===== src/rtl/spad_portb_arbiter.sv =====
// -----------------------------------------------------------------------------
// spad_portb_arbiter
//
// Round-robin arbiter that hands scratchpad port B to one of NUM_REQ burst
// requesters at a time. A granted requester owns the port for req_len+1 beats.
// Each beat is one port B access at an incrementing, wrapping word address.
// Write beats stall while the owner has no write data available. Read data
// comes back one cycle after issue and is tagged for the owner.
//
// Ports
//   clk, rst_n            clock, synchronous active-low reset
//   req_valid/req_ready   per-requester burst request handshake (ready pulses)
//   req_we/addr/len       per-requester burst descriptor (packed slices)
//   wr_data/wr_valid      per-requester write beat data, wr_ready consumes it
//   rd_data/rd_valid      shared read data, valid tagged per requester
//   rd_last               final read beat of the burst
//   comp_*_b              scratchpad port B (1-cycle read latency)
//   busy                  a burst is in progress
//   grant_id              current or most recent owner
// -----------------------------------------------------------------------------
module spad_portb_arbiter #(
  parameter int NUM_REQ    = 2,
  parameter int ADDR_WIDTH = 13,
  parameter int DATA_WIDTH = 32,
  parameter int LEN_WIDTH  = 8
) (
  input  logic                          clk,
  input  logic                          rst_n,
  input  logic [NUM_REQ-1:0]            req_valid,
  output logic [NUM_REQ-1:0]            req_ready,
  input  logic [NUM_REQ-1:0]            req_we,
  input  logic [NUM_REQ*ADDR_WIDTH-1:0] req_addr,
  input  logic [NUM_REQ*LEN_WIDTH-1:0]  req_len,
  input  logic [NUM_REQ*DATA_WIDTH-1:0] wr_data,
  input  logic [NUM_REQ-1:0]            wr_valid,
  output logic [NUM_REQ-1:0]            wr_ready,
  output logic [DATA_WIDTH-1:0]         rd_data,
  output logic [NUM_REQ-1:0]            rd_valid,
  output logic                          rd_last,
  output logic [ADDR_WIDTH-1:0]         comp_addr_b,
  output logic [DATA_WIDTH-1:0]         comp_din_b,
  input  logic [DATA_WIDTH-1:0]         comp_dout_b,
  output logic                          comp_en_b,
  output logic                          comp_we_b,
  output logic                          busy,
  output logic [1:0]                    grant_id
);

  typedef enum logic {
    IDLE  = 1'b0,
    BURST = 1'b1
  } state_e;

  state_e                  state_q, state_d;
  logic [1:0]              rr_ptr_q, rr_ptr_d;
  logic [1:0]              owner_q, owner_d;
  logic [ADDR_WIDTH-1:0]   cur_addr_q, cur_addr_d;
  logic [LEN_WIDTH-1:0]    cnt_q, cnt_d;
  logic                    we_q, we_d;
  // Low for the cycle right after reset so no grant happens before the
  // requesters have seen reset released.
  logic                    rst_done_q;
  // Read-return pipeline: one entry, matches the port B read latency.
  logic                    rd_pend_q, rd_pend_d;
  logic [1:0]              rd_owner_q;
  logic                    rd_last_q, rd_last_d;

  logic                    found;
  logic [1:0]              winner;
  logic [ADDR_WIDTH-1:0]   win_addr;
  logic [LEN_WIDTH-1:0]    win_len;
  logic                    win_we;
  logic [DATA_WIDTH-1:0]   own_wdata;
  logic                    own_wvalid;
  logic                    grant_go;
  logic                    wr_go;

  // Round-robin search: first valid requester at or above rr_ptr, wrapping.
  always_comb begin
    found  = 1'b0;
    winner = '0;
    for (int off = 0; off < NUM_REQ; off++) begin
      int tgt;
      tgt = int'(rr_ptr_q) + off;
      if (tgt >= NUM_REQ) tgt = tgt - NUM_REQ;
      for (int j = 0; j < NUM_REQ; j++) begin
        if (!found && (j == tgt) && req_valid[j]) begin
          found  = 1'b1;
          winner = 2'(j);
        end
      end
    end
  end

  // Slice muxes: winner's descriptor in IDLE, owner's write lane in BURST.
  // Slices of other requesters never reach the datapath.
  always_comb begin
    win_addr   = '0;
    win_len    = '0;
    win_we     = 1'b0;
    own_wdata  = '0;
    own_wvalid = 1'b0;
    for (int i = 0; i < NUM_REQ; i++) begin
      if (winner == 2'(i)) begin
        win_addr = req_addr[i*ADDR_WIDTH +: ADDR_WIDTH];
        win_len  = req_len[i*LEN_WIDTH +: LEN_WIDTH];
        win_we   = req_we[i];
      end
      if (owner_q == 2'(i)) begin
        own_wdata  = wr_data[i*DATA_WIDTH +: DATA_WIDTH];
        own_wvalid = wr_valid[i];
      end
    end
  end

  // Next-state and port B outputs
  always_comb begin
    state_d     = state_q;
    rr_ptr_d    = rr_ptr_q;
    owner_d     = owner_q;
    cur_addr_d  = cur_addr_q;
    cnt_d       = cnt_q;
    we_d        = we_q;
    rd_pend_d   = 1'b0;
    rd_last_d   = 1'b0;
    grant_go    = 1'b0;
    wr_go       = 1'b0;
    comp_en_b   = 1'b0;
    comp_we_b   = 1'b0;
    comp_addr_b = '0;
    comp_din_b  = '0;
    busy        = 1'b0;

    case (state_q)
      IDLE: begin
        if (rst_done_q && found) begin
          grant_go   = 1'b1;
          owner_d    = winner;
          cur_addr_d = win_addr;
          cnt_d      = win_len;
          we_d       = win_we;
          state_d    = BURST;
        end
      end
      BURST: begin
        busy        = 1'b1;
        comp_addr_b = cur_addr_q;
        comp_din_b  = own_wdata;
        // Reads never stall; writes wait for the owner's data.
        if (!we_q || own_wvalid) begin
          comp_en_b  = 1'b1;
          comp_we_b  = we_q;
          wr_go      = we_q;
          cur_addr_d = cur_addr_q + ADDR_WIDTH'(1);
          cnt_d      = cnt_q - LEN_WIDTH'(1);
          rd_pend_d  = !we_q;
          rd_last_d  = (cnt_q == '0);
          if (cnt_q == '0) begin
            state_d  = IDLE;
            rr_ptr_d = (owner_q == 2'(NUM_REQ - 1)) ? 2'd0 : owner_q + 2'd1;
          end
        end
      end
      default: state_d = IDLE;
    endcase
  end

  // Per-requester one-hot steering of handshakes and read valid.
  always_comb begin
    req_ready = '0;
    wr_ready  = '0;
    rd_valid  = '0;
    for (int i = 0; i < NUM_REQ; i++) begin
      req_ready[i] = grant_go && (winner == 2'(i));
      wr_ready[i]  = wr_go && (owner_q == 2'(i));
      rd_valid[i]  = rd_pend_q && (rd_owner_q == 2'(i));
    end
  end

  assign rd_data  = rd_pend_q ? comp_dout_b : '0;
  assign rd_last  = rd_pend_q && rd_last_q;
  assign grant_id = owner_q;

  // State registers
  always_ff @(posedge clk) begin
    if (!rst_n) begin
      state_q    <= IDLE;
      rr_ptr_q   <= '0;
      owner_q    <= '0;
      cur_addr_q <= '0;
      cnt_q      <= '0;
      we_q       <= 1'b0;
      rst_done_q <= 1'b0;
      rd_pend_q  <= 1'b0;
      rd_owner_q <= '0;
      rd_last_q  <= 1'b0;
    end else begin
      state_q    <= state_d;
      rr_ptr_q   <= rr_ptr_d;
      owner_q    <= owner_d;
      cur_addr_q <= cur_addr_d;
      cnt_q      <= cnt_d;
      we_q       <= we_d;
      rst_done_q <= 1'b1;
      rd_pend_q  <= rd_pend_d;
      rd_owner_q <= owner_q;
      rd_last_q  <= rd_last_d;
    end
  end

endmodule


===== config.mk =====
export PLATFORM = sky130hd
export DESIGN_NAME = spad_portb_arbiter
export DESIGN_NICKNAME = d
export VERILOG_FILES = /design/src/rtl/spad_portb_arbiter.sv
export SDC_FILE = /design/constraint.sdc
export NUM_CORES = 1
export LEC_CHECK = 0
export CAP_MARGIN = 0
export CORE_ASPECT_RATIO = 0.7
export CORE_UTILIZATION = 32
export CTS_CLUSTER_SIZE = 40
export DETAILED_ROUTE_END_ITERATION = 10
export HOLD_SLACK_MARGIN = 0.12
export MAX_ROUTING_LAYER = met4
export PLACE_DENSITY = 0.79
export SYNTH_ARGS = -nofsm -noshare
export SYNTH_HDL_FRONTEND = slang
export SYNTH_SLANG_ARGS = --single-unit
export TNS_END_PERCENT = 10

===== constraint.sdc =====
create_clock -name clk -period 2.2 [get_ports clk]
set_input_delay 0.22 -clock clk [delete_from_list [all_inputs] [get_ports clk]]
set_output_delay 0.22 -clock clk [all_outputs]
set_load 0.01 [all_outputs]

==> results.json <==
{
  "power.share.switching_pct": 31.1,
  "initial_core_util_pct": 33.1,
  "portBuffers": 233,
  "comb_power_share_pct": 42.8,
  "grtUsageTotal_pct": 26.1,
  "initialDrtViolationCount": 169,
  "switching_power_uw": 710,
  "drt-total-wl_um": 11200,
  "finalSetupViolations": 0,
  "post_drt_wl_per_cell_um": 16.4,
  "vias_per_cell": 5.10,
  "diodes": 0,
  "antenna_left": 0,
  "worst_min_delay_path_class": "register to register",
  "cts_tree": "yes",
  "worstHoldStart": "cnt_q[1]$_SDFFE_PN0P_",
  "h-tree-depth": 2,
  "share_seq_of_total_power_pct": 28.4,
  "power_report.internal_total_uw": 1570,
  "floorplan.rows": 27,
  "fin_crit_ns": 2.03,
  "cts_buffer_depth": 2,
  "synth_top_cells_by_area": "sky130_fd_sc_hd__dfxtp_1, sky130_fd_sc_hd__mux2i_1, sky130_fd_sc_hd__and2_1",
  "cts_hold_buffers": 0,
  "netlist.area_leader.share_pct": 22.3,
  "total_clock_buffers_created_by_cts": 5,
  "yosysSeqAreaShare_pct": 22.3,
  "kind_of_capture_point_of_the_worst_setup_path": "primary output",
  "post_synthesis_average_cell_area_um2": 7.40,
  "syn2layout_area_growth_pct": 101,
  "synthesis.area_um2": 2600,
  "coreArea_um2": 7870,
  "post-route-drc-count": 0,
  "antenna_found_initial": 0,
  "die_y_um": 77.5,
  "max_slew.worst_pin.slew_ns": 0.499,
  "final.setup.worst_slack_ns": 0.167,
  "timing_worst_setup_path_type": "register to primary output",
  "worstPathArrival_ns": 1.81,
  "worstSetupStartpointType": "register",
  "dp_hpwl_um": 9080,
  "vias": 3476,
  "design.portCount": 235,
  "pwr_density_cell_nw_per_um2": 436,
  "cellLeakagePower_uw": 0.00197,
  "timing_hold_violations_final": 0,
  "place.gp.congestion": 0.896,
  "cts_root_buf": "sky130_fd_sc_hd__clkbuf_16",
  "syn-instance-count": 352,
  "timing.critical_path.fanout_max": 32,
  "worst-endpoint-required_ns": 1.98,
  "dpl-instance-area_um2": 5080,
  "synth_largest_area_cell": "sky130_fd_sc_hd__dfxtp_1",
  "hold_slack_ns": 0.487,
  "clock_insertion_delay_worst_skew_ns": 0.28,
  "final_core_util_pct": 66.4,
  "clkSlewWorstSetupHoldPaths_ns": 0.05,
  "grt_setup_unrepaired": "false",
  "via_count_of_the_first_global_routing_pass": 3350,
  "clock-skew-final_ns": 0.00160,
  "totalNegativeSetupSlack_ns": 0,
  "grt_start_max_net_pins": 37,
  "final_period_util_pct": 92.4,
  "floorplan.die.width_um": 110,
  "nets": 729,
  "grt-ovfl-total": 0,
  "clkSinkCount": 29,
  "worst_slew_margin_rel_pct": 66.4,
  "crit_start": "state_q$_SDFF_PN0_",
  "wire_length_of_the_first_global_routing_pass_um": 16800,
  "layout.cell_area.non_filler_um2": 5230,
  "place_worst_setup_slack_ns": 0.00384,
  "synth_nets": 501,
  "synth.lib_cells_used.distinct": 45,
  "worst_ir_drop_vdd_uv": 325,
  "drive_above_1_share_pct": 6.20,
  "final-max-slew-violation-count": 0,
  "cts_setup_buffers": 0,
  "die_area_um2": 8510,
  "status": "completed",
  "drt_pass1_iterations": 5,
  "pwr-share-clk_pct": 28.8,
  "seq_cells_post_synth": 29,
  "timing.max_cap.violations": 0,
  "maxClockFrequency_mhz": 492,
  "yosysWarnings": 0,
  "critical_path.reg2reg.startpoint": "cnt_q[4]$_SDFFE_PN0P_"
}
[kinds of logic (layout without fill, tap and decap cells)]
logic type | after synthesis | in the layout | share of synthesized area (%)
and+or+nand+nor | 160 | 160 | 31.1
AOI/OAI and AO/OA | 70 | 70 | 17.5
muxes | 55 | 55 | 21.7
buffers and inverters | 34 | 263 | 5.81
DFF | 29 | 29 | 22.3
adders and majority gates | 3 | 3 | 1.44
other | 1 | 1 | 0.144
[power groups by stage]
stage	clock network [uW]	logic, uW	registers [uW]
after floorplan	0	436	636
after global placement	0	949	651
after detailed placement	0	973	655
after CTS	656	980	645
after global routing	686	1060	656
final	657	977	647
[sequential cells by signal (all words and copies together) (netlist names)]
name        flops
cnt_q           8
cur_addr_q     13
grant_id        1
rd_last_q       1
rd_owner_q      1
rd_pend_q       1
rr_ptr_q        1
rst_done_q      1
state_q         1
we_q            1
[cell usage after synthesis (all sizes together)]
cell type,number
and2,49
mux2i,47
nor2,45
dfxtp,29
nand2,27
o21ai,18
a21oi,16
buf,15
nand3,14
clkbuf,13
mux2,8
nor3,7
o211ai,7
o22ai,7
inv,6
a32o,4
nand4,4
ha,3
o21a,3
a211o,2
a31oi,2
and3,2
and4,2
nand2b,2
nor4,2
o22a,2
o32a,2
or3,2
a211oi,1
a22o,1
a22oi,1
and4b,1
conb,1
nor2b,1
o211a,1
o221ai,1
o2bb2ai,1
o31ai,1
or2,1
or4,1
[critical path: stages (launching register included)]
cell and delay (ns):
sky130_fd_sc_hd__dfxtp_1 0.39, sky130_fd_sc_hd__inv_1 0.18, sky130_fd_sc_hd__buf_6 0.24, sky130_fd_sc_hd__nor2_1 0.15
sky130_fd_sc_hd__clkdlybuf4s50_1 0.57
[stage by stage]
| step | instances | power, uW |
|---|---|---|
| 3_3_place_gp | 674 | 1600 |
| 3_5_place_dp | 674 | 1630 |
| 5_1_grt | 682 | 2400 |
| 2_1_floorplan | 352 | 1070 |
| 4_1_cts | 682 | 2280 |
| 6_report | 682 | 2280 |
[cell usage in the layout (no fill, tap or decap), types with 6 or more instances in the layout]
cell type / netlist / layout
sky130_fd_sc_hd__and2_1: 49 / 49
sky130_fd_sc_hd__o22ai_1: 7 / 7
sky130_fd_sc_hd__o21ai_0: 17 / 16
sky130_fd_sc_hd__dfxtp_1: 29 / 28
sky130_fd_sc_hd__o211ai_1: 7 / 7
sky130_fd_sc_hd__mux2_2: 8 / 8
sky130_fd_sc_hd__nand2_1: 27 / 27
sky130_fd_sc_hd__buf_4: 5 / 13
sky130_fd_sc_hd__inv_1: 6 / 6
sky130_fd_sc_hd__clkdlybuf4s50_1: 0 / 233
sky130_fd_sc_hd__nor2_1: 45 / 45
sky130_fd_sc_hd__nor3_1: 7 / 7
sky130_fd_sc_hd__a21oi_1: 16 / 16
sky130_fd_sc_hd__mux2i_1: 46 / 46
sky130_fd_sc_hd__nand3_1: 14 / 14
[repair_timing]
| action | CTS | global route |
|---|---|---|
| endpoints found under the setup margin | 1 | 5 |
| gates resized for setup | 1 | 1 |
| pin swaps | 0 | 0 |
[final timing paths]
path,end,slack [ns],cells after the start
worst max-delay path,comp_din_b[3],0.17,4
worst min-delay path,cnt_q[1]$_SDFFE_PN0P_,0.49,2
worst max register to register,state_q$_SDFF_PN0_,0.49,4
worst min register to register,cnt_q[1]$_SDFFE_PN0P_,0.49,2
[area by class of cell]
cell class	count	area [um^2]
fill	676	2650
timing repair buffer	249	2480
multi-input combinational	289	1880
sequential	29	582
clock buffer	6	129
tap	101	126
inverter	6	22.5
clock inverter	2	10.0
[per-layer routing]
layer	track usage, %	wire length, um	up-vias
met4	6.80	306	0
met5	-	0	-
met1	30.6	4540	1587
li1	-	-	1703
met3	5.63	870	20
met2	44.9	5460	166
(Power assumes the default switching activity.)
